<file path="src/rtl/prover_compute_w0_seq_pkg.sv">
// Shared prime-field definitions for the sumcheck prover: width, modulus and
// small mod-q helpers. Every operand passed to these helpers is assumed < F_Q.
package prover_compute_w0_seq_pkg;

    localparam int F_NBITS = 16;
    localparam logic [F_NBITS-1:0] F_Q = 16'd65521;
    // q + 2 - 2^F_NBITS, kept in F_NBITS bits so that ~w + F_Q_P2_MI wraps to q + 1 - w
    localparam logic [F_NBITS-1:0] F_Q_P2_MI = F_Q + 16'd2;

    function automatic logic [F_NBITS-1:0] add_mod(input logic [F_NBITS-1:0] a,
                                                   input logic [F_NBITS-1:0] b);
        logic [F_NBITS:0] s;
        s = {1'b0, a} + {1'b0, b};
        if (s >= {1'b0, F_Q}) s = s - {1'b0, F_Q};
        return s[F_NBITS-1:0];
    endfunction

    function automatic logic [F_NBITS-1:0] sub_mod(input logic [F_NBITS-1:0] a,
                                                   input logic [F_NBITS-1:0] b);
        logic [F_NBITS:0] d;
        d = {1'b0, a} - {1'b0, b};
        if (d[F_NBITS]) d = d + {1'b0, F_Q};
        return d[F_NBITS-1:0];
    endfunction

    // Returns (1 - w) mod q; only w = 0 and w = 1 land at or above q before reduction.
    function automatic logic [F_NBITS-1:0] one_minus_mod(input logic [F_NBITS-1:0] w);
        logic [F_NBITS-1:0] t;
        t = ~w + F_Q_P2_MI;
        if (t >= F_Q) t = t - F_Q;
        return t;
    endfunction

endpackage

</file>
<file path="src/rtl/prover_compute_w0_seq_if.sv">
// Handshake and data bundle between the line-reduction stage and the w0 consumer.
interface prover_compute_w0_seq_if #(parameter int ninbits = 8);
    import prover_compute_w0_seq_pkg::*;

    logic               en;
    logic               cont;
    logic [F_NBITS-1:0] w1      [ninbits];
    logic [F_NBITS-1:0] w2_m_w1 [ninbits];
    logic [F_NBITS-1:0] tau;
    logic               ready;
    logic               w0_ready;
    logic [F_NBITS-1:0] w0;
    logic [F_NBITS-1:0] m_w0_p1;

    modport master (
        output en, cont, w1, w2_m_w1, tau,
        input  ready, w0_ready, w0, m_w0_p1
    );

    modport slave (
        input  en, cont, w1, w2_m_w1, tau,
        output ready, w0_ready, w0, m_w0_p1
    );

endinterface

</file>
<file path="src/rtl/prover_compute_w0_seq_field_multiplier.sv">
// Bit-serial mod-q multiplier (MSB-first double-and-add), one bit of b per cycle.
// start captures the operands; done pulses once when prod holds a*b mod q.
module field_multiplier
    import prover_compute_w0_seq_pkg::*;
(
    input  logic               clk,
    input  logic               rst,
    input  logic               start,
    input  logic [F_NBITS-1:0] a,
    input  logic [F_NBITS-1:0] b,
    output logic               done,
    output logic [F_NBITS-1:0] prod
);

    localparam int CNT_W = $clog2(F_NBITS + 1);

    logic [F_NBITS-1:0] a_r;
    logic [F_NBITS-1:0] b_r;
    logic [F_NBITS-1:0] acc;
    logic [F_NBITS-1:0] acc_step;
    logic [CNT_W-1:0]   cnt;
    logic               busy;

    always_comb begin
        acc_step = add_mod(acc, acc);
        if (b_r[F_NBITS-1]) acc_step = add_mod(acc_step, a_r);
    end

    always_ff @(posedge clk) begin
        if (rst) begin
            a_r  <= '0;
            b_r  <= '0;
            acc  <= '0;
            cnt  <= '0;
            busy <= 1'b0;
            done <= 1'b0;
        end else begin
            done <= 1'b0;
            if (start) begin
                a_r  <= a;
                b_r  <= b;
                acc  <= '0;
                cnt  <= CNT_W'(F_NBITS);
                busy <= 1'b1;
            end else if (busy) begin
                acc <= acc_step;
                b_r <= b_r << 1;
                cnt <= cnt - CNT_W'(1);
                if (cnt == CNT_W'(1)) begin
                    busy <= 1'b0;
                    done <= 1'b1;
                end
            end
        end
    end

    assign prod = acc;

endmodule

</file>
<file path="src/rtl/prover_compute_w0_seq.sv">
// Streams w0[i] = w1[i] + w2_m_w1[i]*tau mod q and (1 - w0[i]) mod q,
// highest index first, one coordinate per cont acknowledge.
module prover_compute_w0_seq
    import prover_compute_w0_seq_pkg::*;
#(
    parameter int ninbits = 8
) (
    input  logic                   clk,
    input  logic                   rstb,
    prover_compute_w0_seq_if.slave io
);

    localparam int IDX_W = (ninbits > 1) ? $clog2(ninbits) : 1;
    localparam logic [IDX_W-1:0] IDX_LAST = IDX_W'(ninbits - 1);

    localparam logic [1:0] S_IDLE = 2'd0;
    localparam logic [1:0] S_MUL  = 2'd1;
    localparam logic [1:0] S_ADD  = 2'd2;
    localparam logic [1:0] S_OUT  = 2'd3;

    logic [1:0]         state;
    logic [IDX_W-1:0]   idx;
    logic               mul_start;
    logic               mul_done;
    logic [F_NBITS-1:0] prod;
    logic [F_NBITS-1:0] sum_w0;
    logic [F_NBITS-1:0] w0_r;
    logic [F_NBITS-1:0] m_w0_p1_r;

    field_multiplier u_mul (
        .clk   (clk),
        .rst   (rstb),
        .start (mul_start),
        .a     (io.w2_m_w1[idx]),
        .b     (io.tau),
        .done  (mul_done),
        .prod  (prod)
    );

    assign sum_w0 = add_mod(prod, io.w1[idx]);

    // mul_start is a one-cycle pulse issued together with the move into MUL,
    // so the multiplier sees the already-updated idx when it captures operands.
    always_ff @(posedge clk) begin
        if (rstb) begin
            state     <= S_IDLE;
            idx       <= IDX_LAST;
            mul_start <= 1'b0;
            w0_r      <= '0;
            m_w0_p1_r <= '0;
        end else begin
            mul_start <= 1'b0;
            case (state)
                S_IDLE: begin
                    if (io.en) begin
                        idx       <= IDX_LAST;
                        mul_start <= 1'b1;
                        state     <= S_MUL;
                    end
                end
                S_MUL: begin
                    if (mul_done) state <= S_ADD;
                end
                S_ADD: begin
                    w0_r      <= sum_w0;
                    m_w0_p1_r <= one_minus_mod(sum_w0);
                    state     <= S_OUT;
                end
                default: begin
                    if (io.cont) begin
                        if (idx == '0) begin
                            state <= S_IDLE;
                        end else begin
                            idx       <= idx - IDX_W'(1);
                            mul_start <= 1'b1;
                            state     <= S_MUL;
                        end
                    end
                end
            endcase
        end
    end

    assign io.ready    = (state == S_IDLE);
    assign io.w0_ready = (state == S_OUT);
    assign io.w0       = w0_r;
    assign io.m_w0_p1  = m_w0_p1_r;

endmodule

</file>
<file path="src/flat_wrapper.sv">
// flat-port wrapper written by rule: the top's interface ports become plain ports
module prover_compute_w0_seq_flat import prover_compute_w0_seq_pkg::*;
#(
    parameter int ninbits = 8
)
  (clk, rstb, io_en, io_cont, io_w1, io_w2_m_w1, io_tau, io_ready, io_w0_ready, io_w0, io_m_w0_p1);
  prover_compute_w0_seq_if #(.ninbits(ninbits)) io_i ();
  input  logic clk;
  input  logic rstb;
  input wire logic [$bits(io_i.en)-1:0] io_en;
  input wire logic [$bits(io_i.cont)-1:0] io_cont;
  input wire logic [$bits(io_i.w1)-1:0] io_w1;
  input wire logic [$bits(io_i.w2_m_w1)-1:0] io_w2_m_w1;
  input wire logic [$bits(io_i.tau)-1:0] io_tau;
  output wire logic [$bits(io_i.ready)-1:0] io_ready;
  output wire logic [$bits(io_i.w0_ready)-1:0] io_w0_ready;
  output wire logic [$bits(io_i.w0)-1:0] io_w0;
  output wire logic [$bits(io_i.m_w0_p1)-1:0] io_m_w0_p1;
  assign io_i.en = io_en;
  assign io_i.cont = io_cont;
  assign io_i.w1 = {>>{io_w1}};
  assign io_i.w2_m_w1 = {>>{io_w2_m_w1}};
  assign io_i.tau = io_tau;
  assign io_ready = io_i.ready;
  assign io_w0_ready = io_i.w0_ready;
  assign io_w0 = io_i.w0;
  assign io_m_w0_p1 = io_i.m_w0_p1;
  prover_compute_w0_seq #(.ninbits(ninbits)) u_core (.clk(clk), .rstb(rstb), .io(io_i));
endmodule
</file>
<file path="config.mk">
export PLATFORM = sky130hd
export DESIGN_NAME = prover_compute_w0_seq_flat
export DESIGN_NICKNAME = d
export VERILOG_FILES = /design/src/rtl/prover_compute_w0_seq_pkg.sv /design/src/rtl/prover_compute_w0_seq_if.sv /design/src/rtl/prover_compute_w0_seq_field_multiplier.sv /design/src/rtl/prover_compute_w0_seq.sv /design/src/flat_wrapper.sv
export SDC_FILE = /design/constraint.sdc
export NUM_CORES = 1
export LEC_CHECK = 0
export CAP_MARGIN = 5
export CELL_PAD_IN_SITES_DETAIL_PLACEMENT = 1
export CELL_PAD_IN_SITES_GLOBAL_PLACEMENT = 1
export CORE_MARGIN = 2
export CORE_UTILIZATION = 34
export DETAILED_ROUTE_END_ITERATION = 7
export MAX_ROUTING_LAYER = met4
export PLACE_DENSITY = 0.87
export SYNTH_ARGS = -nofsm -noshare
export SYNTH_HDL_FRONTEND = slang
export SYNTH_SLANG_ARGS = --single-unit
</file>
<file path="constraint.sdc">
create_clock -name clk -period 8.8 [get_ports clk]
set_input_delay 1.32 -clock clk [delete_from_list [all_inputs] [get_ports clk]]
set_output_delay 1.32 -clock clk [all_outputs]
set_load 0.005 [all_outputs]
</file>
==> results of run 1 <==
-- placed cells by master, fill, tap and decap left out, types with 11 or more instances in the layout --
cell,count
inv_1,38
a31oi_1,12
mux2_2,19
dfxtp_1,89
o31ai_1,11
a21o_1,15
nor2_1,139
a32o_1,11
o211ai_1,15
and3_1,13
ha_1,46
nand2b_1,14
xnor2_1,47
a211oi_1,38
nand3_1,25
xor2_1,22
a21oi_1,52
mux2i_1,44
o21ai_0,36
clkdlybuf4s50_1,308
mux4_2,64
nor3_1,25
buf_4,12
nand2_1,47
-- kinds of logic after synthesis --
logic type	share of synthesized area
fa+ha+maj	0.0672
mux	0.229
simple gates	0.177
xor+xnor	0.0660
buf+inv	0.0451
compound gates	0.213
flops	0.203
-- worst paths after layout --
path,depth (start not counted),slack (ns),startpoint,end
hold reg to reg,1,0.48,u_core.io.m_w0_p1[13],u_core.io.m_w0_p1[13]
setup / recovery,18,1.25,io_w1[58],u_core.io.m_w0_p1[3]
setup reg to reg,17,1.64,u_core.idx[0],u_core.io.m_w0_p1[3]
hold / removal,1,0.48,u_core.io.m_w0_p1[13],u_core.io.m_w0_p1[13]
-- routing by layer --
layer	share of wire	GRT usage	up-vias	wire (um)
met5	0	-	-	0
met4	0.022	0.0712	0	770
met3	0.045	0.0393	46	1540
met2	0.53	0.470	268	18300
met1	0.40	0.277	4733	13700
li1	-	-	4531	-
-- power by group --
group | internal (mW) | switching (mW)
Clock | 0.201 | 0.203
Combinational | 0.694 | 0.741
Sequential | 0.509 | 0.100
-- layout make-up --
type,count,area share
Multi-Input combinational cell,849,0.538
Timing Repair Buffer,321,0.248
Sequential cell,93,0.146
Tap cell,341,0.0333
Clock buffer,9,0.0176
Inverter,38,0.0111
Clock inverter,7,0.00605
Antenna cell,3,0.000586
-- stage by stage --
step | utilization | hold slack (ns)
after CTS | 0.479 | 0.483
after floorplan | - | 0.465
after detailed placement | 0.468 | 0.467
after global routing | 0.480 | 0.504
final | 0.480 | 0.483
after global placement | 0.468 | 0.455
-- worst max-delay path, stage by stage --
cell             delay (ns)
clkdlybuf4s50_1        0.46
mux4_2                 0.47
mux2_2                 0.31
ha_1                   0.40
a211oi_1               0.65
mux2i_1                0.28
o221ai_1               0.14
or3_1                  0.46
nor4_1                 0.95
a31oi_1                0.42
xnor2_1                0.45
inv_1                  0.13
ha_1                   0.34
o211a_1                0.23
and4bb_2               0.23
xnor2_1                0.16
nand3_1                0.10
a311oi_1               0.29
-- flip-flops by register name (all words and copies together) (netlist names) --
register / count
u_core.u_mul.a_r: 16
u_core.state: 2
u_core.mul_start: 1
u_core.io.m_w0_p1: 16
u_core.idx: 3
u_core.u_mul.b_r: 16
u_core.u_mul.cnt: 5
u_core.u_mul.done: 1
u_core.io.w0: 16
u_core.u_mul.busy: 1
u_core.u_mul.prod: 16
==> run_results.csv, run 1 <==
group,metric,value,unit
outcome,run_status,"completed",
critical_path,critPathKind,"input port to register",
power_and_ir_drop,fin_total_pwr,2.45,mW
global_route,grt_max_degree,69,
layout,finish.net_count,1636,
place,post-dp-hpwl,28500,um
sta,final-hold-violation-count,0,
critical_path,crit_arrival,7.82,ns
synth,syn-cell-area,9160,um^2
power_and_ir_drop,leakagePower,4.86,nW
synth,async_reset_ff_frac,0,
power_and_ir_drop,irDropWorstVdd,116,uV
sta,layout_setup_ws,1.25,ns
layout,final_cell_count_no_fill,1661,
job,cap_violations,0,
critical_path,critPathMaxFanout,9,
layout,area_delta_synth_final,39.9,%
layout,seqCellArea,1870,um^2
clocking,cts_post_setup_buffers_inserted,0,
layout,postLayoutCellArea,12800,um^2
synth,yosys_warnings,0,
sta,fmaxAchievable,132,MHz
power_and_ir_drop,power_density,191,nW/um^2
synth,sequential_cell_area_fraction_in_the_yosys_report,0.203,
sta,finalCritPeriodShare,0.858,
clocking,root_buf_cell,"clkbuf_16",
synth,synth_enable_flop_cells,0,
synth,synth.cells.most_frequent,"nor2_1 (139), dfxtp_1 (93), mux4_2 (64), a21oi_1 (52)",
sta,rsz0062_at_grt,"no",
sta,timing.final.crit_period,7.55,ns
detailed_routing,drt_drc_violations_left,0,
synth,synthDominantCellAreaShare,0.203,
detailed_routing,routed-via-count,9578,
layout,drive_above_1_share,0.106,
sta,fin_skew,0.0169,ns
clocking,max-clock-path-buffers,2,
clocking,worstSkewPairLatency,0.37,ns
global_route,globalRouteOverflowTotal,0,
place,postPlaceCellArea,12500,um^2
place,gp_congestion,0.917,
synth,synth_cells,1045,
detailed_routing,ant_nets,0,
layout,num-fill-cells,3066,
clocking,cts.reportedPaths.clkPinSlew,0.08,ns
clocking,cts_sinks,93,
floorplan,fp-row-count,60,
critical_path,timing.critical_path.from_type,"input port",
clocking,cts_made_buffers,9,
synth,syn_avg_cell_area,8.77,um^2
detailed_routing,vias_per_cell,5.77,
global_route,antenna_found_initial,3,
floorplan,die_x,168,um
global_route,globalRouteTotalUtil,0.252,
critical_path,setup.worst_path.end_class,"register",
detailed_routing,drt_pass1_iterations,4,
synth,synth_largest_area_cell,"dfxtp_1",
clocking,tritoncts,"built",
layout,multi_input_comb_area,6890,um^2
synth,synthFlopType,"dfxtp_1",
synth,ys_seq_elements,93,
global_route,grt_pass1_vias,10322,
clocking,cts_hold_buffers,0,
clocking,ctsResizeCount,0,
sta,maxSlewHeadroom,0.278,
place,placement.io_buffers,309,
detailed_routing,drt-initial-drc-count,470,
critical_path,cp_data_required_time,9.07,ns
floorplan,fp.dieH,168,um
place,post-place-cells,1641,
synth,synthMostInstantiatedCell,"nor2_1",
floorplan,placeable_core_region,26700,um^2
detailed_routing,route.detailed.wl_per_inst,20.7,um
clocking,cts-htree-levels,3,
detailed_routing,drt-total-wl,34400,um
sta,worst_pin_slew,1.07,ns
sta,setup_viol,0,
sta,tns,0,ns
min_path,worstHoldPathType,"register to register",
global_route,grt_pass1_wl,55000,um
synth,syn_nets,1369,
synth,netlist_top_cells_area,"dfxtp_1 (20%), mux4_2 (16%), ha_1 (6.3%)",
floorplan,die-area,28300,um^2
sta,report.final.slew_viol_count,0,
floorplan,initial_core_util,0.343,
floorplan,io-pin-count,310,
synth,synth_cell_types,81,
place,preCtsSetupSlack,0.964,ns
(Power assumes the default switching activity.)
==> inputs of run 2 (changes only) <==
--- a/config.mk
+++ b/config.mk
@@ -6,13 +6,9 @@
 export NUM_CORES = 1
 export LEC_CHECK = 0
 export CAP_MARGIN = 5
-export CELL_PAD_IN_SITES_DETAIL_PLACEMENT = 1
-export CELL_PAD_IN_SITES_GLOBAL_PLACEMENT = 1
-export CORE_MARGIN = 2
-export CORE_UTILIZATION = 34
+export CORE_UTILIZATION = 40
 export DETAILED_ROUTE_END_ITERATION = 7
-export MAX_ROUTING_LAYER = met4
-export PLACE_DENSITY = 0.87
+export PLACE_DENSITY = 0.77
 export SYNTH_ARGS = -nofsm -noshare
 export SYNTH_HDL_FRONTEND = slang
 export SYNTH_SLANG_ARGS = --single-unit
==> run_results.csv, run 2 (synthesis results as in run 1) <==
group,metric,value,unit
detailed_routing,drt_pass1_iterations,8,
layout,final_core_util,0.564,
critical_path,worstSetupEndpoint,"u_core.io.m_w0_p1[3]",
sta,rsz0062_at_grt,"no",
detailed_routing,vias_per_cell,5.78,
critical_path,timing.critical_path.from_type,"input port",
sta,maxSlewHeadroom,0.165,
layout,most-common-layout-cells,"clkdlybuf4s50_1 (308), nor2_1 (139), dfxtp_1 (89)",
power_and_ir_drop,irDropWorstVdd,123,uV
critical_path,ff2ff_path_depth,18,
floorplan,io-pin-count,310,
detailed_routing,met3WireLength,1680,um
sta,tns,0,ns
sta,timing.final.crit_period,7.29,ns
global_route,antenna_found_initial,2,
clocking,ctsResizeCount,0,
sta,finalCritPeriodShare,0.829,
layout,drive_above_1_share,0.106,
floorplan,die_x,153,um
detailed_routing,routed-via-count,9264,
critical_path,rr_endpoint,"u_core.io.m_w0_p1[3]",
power_and_ir_drop,comb_power_share,0.583,
sta,fmaxAchievable,137,MHz
critical_path,critPathMaxFanout,9,
power_and_ir_drop,sequentialPowerShare,0.251,
clocking,worstSkewPairLatency,0.36,ns
job,cap_violations,0,
critical_path,reg2reg_from,"u_core.idx[0]",
detailed_routing,ant_nets,0,
detailed_routing,drt-total-wl,29000,um
sta,fin_skew,0.0116,ns
outcome,run_status,"completed",
floorplan,initial_core_util,0.406,
sta,worst_pin_slew,1.24,ns
clocking,cts-htree-levels,3,
sta,setup_viol,0,
layout,layout_commonest_cell,"clkdlybuf4s50_1",
clocking,cts_post_setup_buffers_inserted,0,
min_path,number_of_cells_on_the_worst_hold_path,1,
power_and_ir_drop,switching_fraction_of_total_power,0.417,
clocking,cts.reportedPaths.clkPinSlew,0.07,ns
floorplan,die-area,23500,um^2
place,placement.io_buffers,309,
critical_path,setup.worst_path.end_class,"register",
clocking,cts_sinks,93,
power_and_ir_drop,power_density,189,nW/um^2
floorplan,placeable_core_region,22600,um^2
critical_path,crit_arrival,7.56,ns
global_route,grt_pass1_vias,9193,
global_route,globalRouteOverflowTotal,0,
place,preCtsSetupSlack,1.33,ns
power_and_ir_drop,netSwitchingPower,1.00,mW
clocking,cts_made_buffers,9,
detailed_routing,met2WireLength,15000,um
sta,report.final.slew_viol_count,0,
critical_path,rrSetupSlack,1.64,ns
layout,num-fill-cells,2037,
detailed_routing,met1_length,11600,um
place,gp_congestion,0.927,
sta,final-hold-violation-count,0,
clocking,tritoncts,"built",
detailed_routing,route.detailed.wl_per_inst,18.1,um
global_route,globalRouteTotalUtil,0.246,
clocking,cts_hold_buffers,0,
detailed_routing,drt-initial-drc-count,530,
sta,layout_setup_ws,1.51,ns
min_path,worstHoldPathType,"register to register",
global_route,grt_max_degree,68,
floorplan,fp-row-count,55,
floorplan,fp.dieH,153,um
detailed_routing,drt_drc_violations_left,0,
power_and_ir_drop,leakagePower,4.86,nW
detailed_routing,routed.top_layer,"met5",
place,post-dp-hpwl,23700,um
layout,area_delta_synth_final,39.0,%
clocking,max-clock-path-buffers,2,
clocking,root_buf_cell,"clkbuf_16",
power_and_ir_drop,power_frac_clock,0.166,
power_and_ir_drop,power.internal,1.40,mW
critical_path,critPathKind,"input port to register",
global_route,grt_pass1_wl,46500,um
critical_path,timing.critical_path.from,"io_w1[10]",
critical_path,cp_data_required_time,9.07,ns
layout,finish.net_count,1635,
## run 2: changes by cell type in the layout (fill, tap and decap cells not counted), sizes merged
cell / previous run / this run
clkinv: 3 / 2
inv: 41 / 43
clkinvlp: 1 / 0
buf: 13 / 12
diode: 3 / 1
## run 2: stage by stage
stage | total power [mW] | hold WS (ns) | cell area, um^2 | cells
floorplan | 1.56 | 0.465 | 9160 | 1045
global placement | 1.98 | 0.450 | 12400 | 1585
detailed placement | 2.01 | 0.456 | 12400 | 1585
CTS | 2.41 | 0.471 | 12700 | 1601
global route | 2.58 | 0.490 | 12700 | 1602
finish | 2.41 | 0.465 | 12700 | 1602
## run 2: how the worst min path moves through the flow
stage | startpoint | to | slack, ns
5_1_grt | u_core.io.m_w0_p1[9] | u_core.io.m_w0_p1[9] | 0.49
3_5_place_dp | u_core.io.m_w0_p1[15] | u_core.io.m_w0_p1[15] | 0.46
2_1_floorplan | u_core.io.m_w0_p1[2] | u_core.io.m_w0_p1[2] | 0.46
4_1_cts | u_core.io.m_w0_p1[15] | u_core.io.m_w0_p1[15] | 0.47
6_report | u_core.io.m_w0_p1[15] | u_core.io.m_w0_p1[15] | 0.47
3_3_place_gp | u_core.io.m_w0_p1[11] | u_core.io.m_w0_p1[11] | 0.45
## run 2: final cells by class
cell class                      instances  area (um^2)  area share
Sequential cell                        93         1870       0.147
Inverter                               38          143      0.0112
Clock inverter                          7         73.8     0.00580
Timing Repair Buffer                  320         3170       0.249
Multi-Input combinational cell        849         6890       0.541
Clock buffer                            9          225      0.0177
Tap cell                              285          357      0.0280
Antenna cell                            1         2.50    0.000197
## run 2: power by group through the flow
stage               Combinational, mW  Sequential [mW]  Clock [mW]
floorplan                       0.997            0.565           0
global placement                 1.37            0.612           0
detailed placement               1.39            0.615           0
CTS                              1.40            0.606       0.406
global route                     1.54            0.619       0.424
finish                           1.40            0.604       0.399
## run 2: metal layers
| metal | global-route usage | vias to the layer above |
|---|---|---|
| met5 | 0 | - |
| met4 | 0.0762 | 2 |
| met3 | 0.0479 | 48 |
| met2 | 0.449 | 329 |
| met1 | 0.290 | 4353 |
| li1 | - | 4532 |
## run 2: critical path, stage by stage
cell	delay, ns
clkdlybuf4s50_1	0.39
mux4_2	0.47
mux2_2	0.30
ha_1	0.39
a211oi_1	0.61
mux2i_1	0.31
o221ai_1	0.14
or3_1	0.47
nor4_1	0.89
a31oi_1	0.40
xnor2_1	0.44
inv_1	0.14
ha_1	0.36
o211a_1	0.23
and4bb_2	0.23
xnor2_1	0.13
nand3_1	0.09
a311oi_1	0.25
==> inputs of run 3 (changes only) <==
==> constraint.sdc (replaced) <==
create_clock -name clk -period 7.5 [get_ports clk]
set_input_delay 1.125 -clock clk [delete_from_list [all_inputs] [get_ports clk]]
set_output_delay 1.125 -clock clk [all_outputs]
set_load 0.005 [all_outputs]
==> run_results.csv, run 3 (synthesis results as in run 1) <==
group,metric,value,unit
layout,layout_commonest_cell,"clkdlybuf4s50_1",
sta,layout_setup_ws,0.715,ns
layout,antenna-diode-count,0,
clocking,cts.reportedPaths.clkPinSlew,0.07,ns
place,post-dp-hpwl,24200,um
power_and_ir_drop,irDropWorstVdd,126,uV
sta,rsz0062_at_grt,"no",
detailed_routing,route.detailed.wl_per_inst,18.2,um
critical_path,ff2ff_path_depth,16,
sta,finalCritPeriodShare,0.905,
critical_path,setup.worst_path.end_class,"register",
global_route,antenna_found_initial,1,
floorplan,die_x,153,um
sta,fin_skew,0.0158,ns
detailed_routing,drt-initial-drc-count,433,
sta,report.final.slew_viol_count,0,
min_path,worstHoldPathType,"register to register",
detailed_routing,drt-total-wl,29500,um
layout,finish.net_count,1653,
min_path,timing.hold.worst.start,"u_core.io.m_w0_p1[15]",
sta,fmaxAchievable,147,MHz
place,post-place-cells,1603,
critical_path,cp_data_required_time,7.75,ns
critical_path,timing.critical_path.from_type,"input port",
critical_path,rrSetupSlack,0.98,ns
detailed_routing,vias_per_cell,5.75,
layout,area_delta_synth_final,40.6,%
place,gp_congestion,0.939,
power_and_ir_drop,power_density,224,nW/um^2
critical_path,crit_arrival,7.03,ns
power_and_ir_drop,leakagePower,4.95,nW
floorplan,io-pin-count,310,
clocking,cts_hold_buffers,0,
sta,setup_viol,0,
floorplan,placeable_core_region,22600,um^2
detailed_routing,ant_nets,0,
clocking,tritoncts,"built",
clocking,cts-htree-levels,3,
critical_path,reg2reg_from,"u_core.idx[0]",
job,cap_violations,0,
floorplan,fp.dieH,153,um
layout,most-common-layout-cells,"clkdlybuf4s50_1 (308), nor2_1 (139), dfxtp_1 (89)",
layout,drive_above_1_share,0.118,
clocking,ctsResizeCount,0,
detailed_routing,drt_drc_violations_left,0,
global_route,grt_pass1_vias,9287,
place,placement.io_buffers,309,
floorplan,initial_core_util,0.406,
detailed_routing,routed-via-count,9317,
clocking,cts_sinks,93,
clocking,cts_post_setup_buffers_inserted,0,
floorplan,fp-row-count,55,
sta,final-hold-violation-count,0,
critical_path,critPathKind,"input port to register",
sta,maxSlewHeadroom,0.375,
clocking,worstSkewPairLatency,0.37,ns
clocking,max-clock-path-buffers,2,
global_route,grt_pass1_wl,46700,um
sta,timing.final.crit_period,6.78,ns
clocking,root_buf_cell,"clkbuf_16",
clocking,cts_made_buffers,9,
sta,tns,0,ns
layout,final_cell_count_no_fill,1619,
layout,num-fill-cells,2006,
min_path,worst_hold_path.endpoint,"u_core.io.m_w0_p1[15]",
outcome,run_status,"completed",
sta,worst_pin_slew,0.934,ns
global_route,grt_max_degree,68,
min_path,number_of_cells_on_the_worst_hold_path,1,
global_route,globalRouteOverflowTotal,0,
critical_path,critPathMaxFanout,9,
place,preCtsSetupSlack,0.387,ns
critical_path,rr_endpoint,"u_core.io.m_w0_p1[13]",
detailed_routing,drt_pass1_iterations,5,
floorplan,die-area,23500,um^2
global_route,globalRouteTotalUtil,0.249,
## run 3: changes by cell type in the layout (fill, tap and decap cells not counted)
cell and change:
buf_4 +18, clkinv_8 +2, inv_6 -2, diode_2 -1
## run 3: how the worst max path moves through the flow
stage	start	end	slack [ns]	depth (start not counted)
floorplan	u_core.idx[0]	u_core.io.m_w0_p1[13]	0.90	20
global placement	io_w1[0]	u_core.io.m_w0_p1[13]	0.50	17
detailed placement	io_w1[0]	u_core.io.m_w0_p1[13]	0.39	17
CTS	io_w1[0]	u_core.io.m_w0_p1[13]	0.77	17
global route	io_w1[81]	u_core.io.m_w0_p1[13]	0.45	17
finish	io_w1[48]	u_core.io.m_w0_p1[13]	0.72	17
## run 3: metrics by stage
step | utilization | hold WS (ns) | power (mW) | cell area, um^2
final | 0.571 | 0.466 | 2.88 | 12900
after floorplan | - | 0.465 | 1.83 | 9160
after detailed placement | 0.557 | 0.456 | 2.40 | 12600
after global placement | 0.557 | 0.450 | 2.37 | 12600
after CTS | 0.571 | 0.472 | 2.88 | 12900
after global routing | 0.571 | 0.506 | 3.08 | 12900
## run 3: metal layers
metal / share of wire / track usage / up-vias / wire length (um)
met1: 0.40 / 0.284 / 4378 / 11900
met2: 0.51 / 0.455 / 299 / 15100
met3: 0.050 / 0.0431 / 66 / 1480
li1: - / - / 4572 / -
met5: 0.00044 / 0 / - / 13
met4: 0.031 / 0.109 / 2 / 925
## run 3: worst max-delay path, stage by stage
cell and delay (ns):
clkdlybuf4s50_1 0.42, mux4_2 0.46, mux2_2 0.30, ha_1 0.22, fa_1 0.41, a21o_1 0.22, a221oi_2 0.35, nor3b_1 0.10
or3_1 0.51, or4_1 0.70, o211a_1 0.26, or4_4 0.56, or2_0 0.23, or3_4 0.41, o21ai_4 0.27, nand3_2 0.18
a32o_2 0.30
## run 3: layout make-up
cell class | count | area (um^2) | share of cell area
Timing Repair Buffer | 338 | 3310 | 0.257
Sequential cell | 93 | 1870 | 0.145
Tap cell | 285 | 357 | 0.0277
Inverter | 38 | 143 | 0.0111
Clock buffer | 9 | 225 | 0.0175
Clock inverter | 7 | 88.8 | 0.00690
Multi-Input combinational cell | 849 | 6890 | 0.535
## run 3: report_power, final
| group | switching, mW | internal [mW] |
|---|---|---|
| registers | 0.110 | 0.597 |
| clock network | 0.239 | 0.240 |
| logic | 0.851 | 0.842 |
| total | 1.20 | 1.68 |
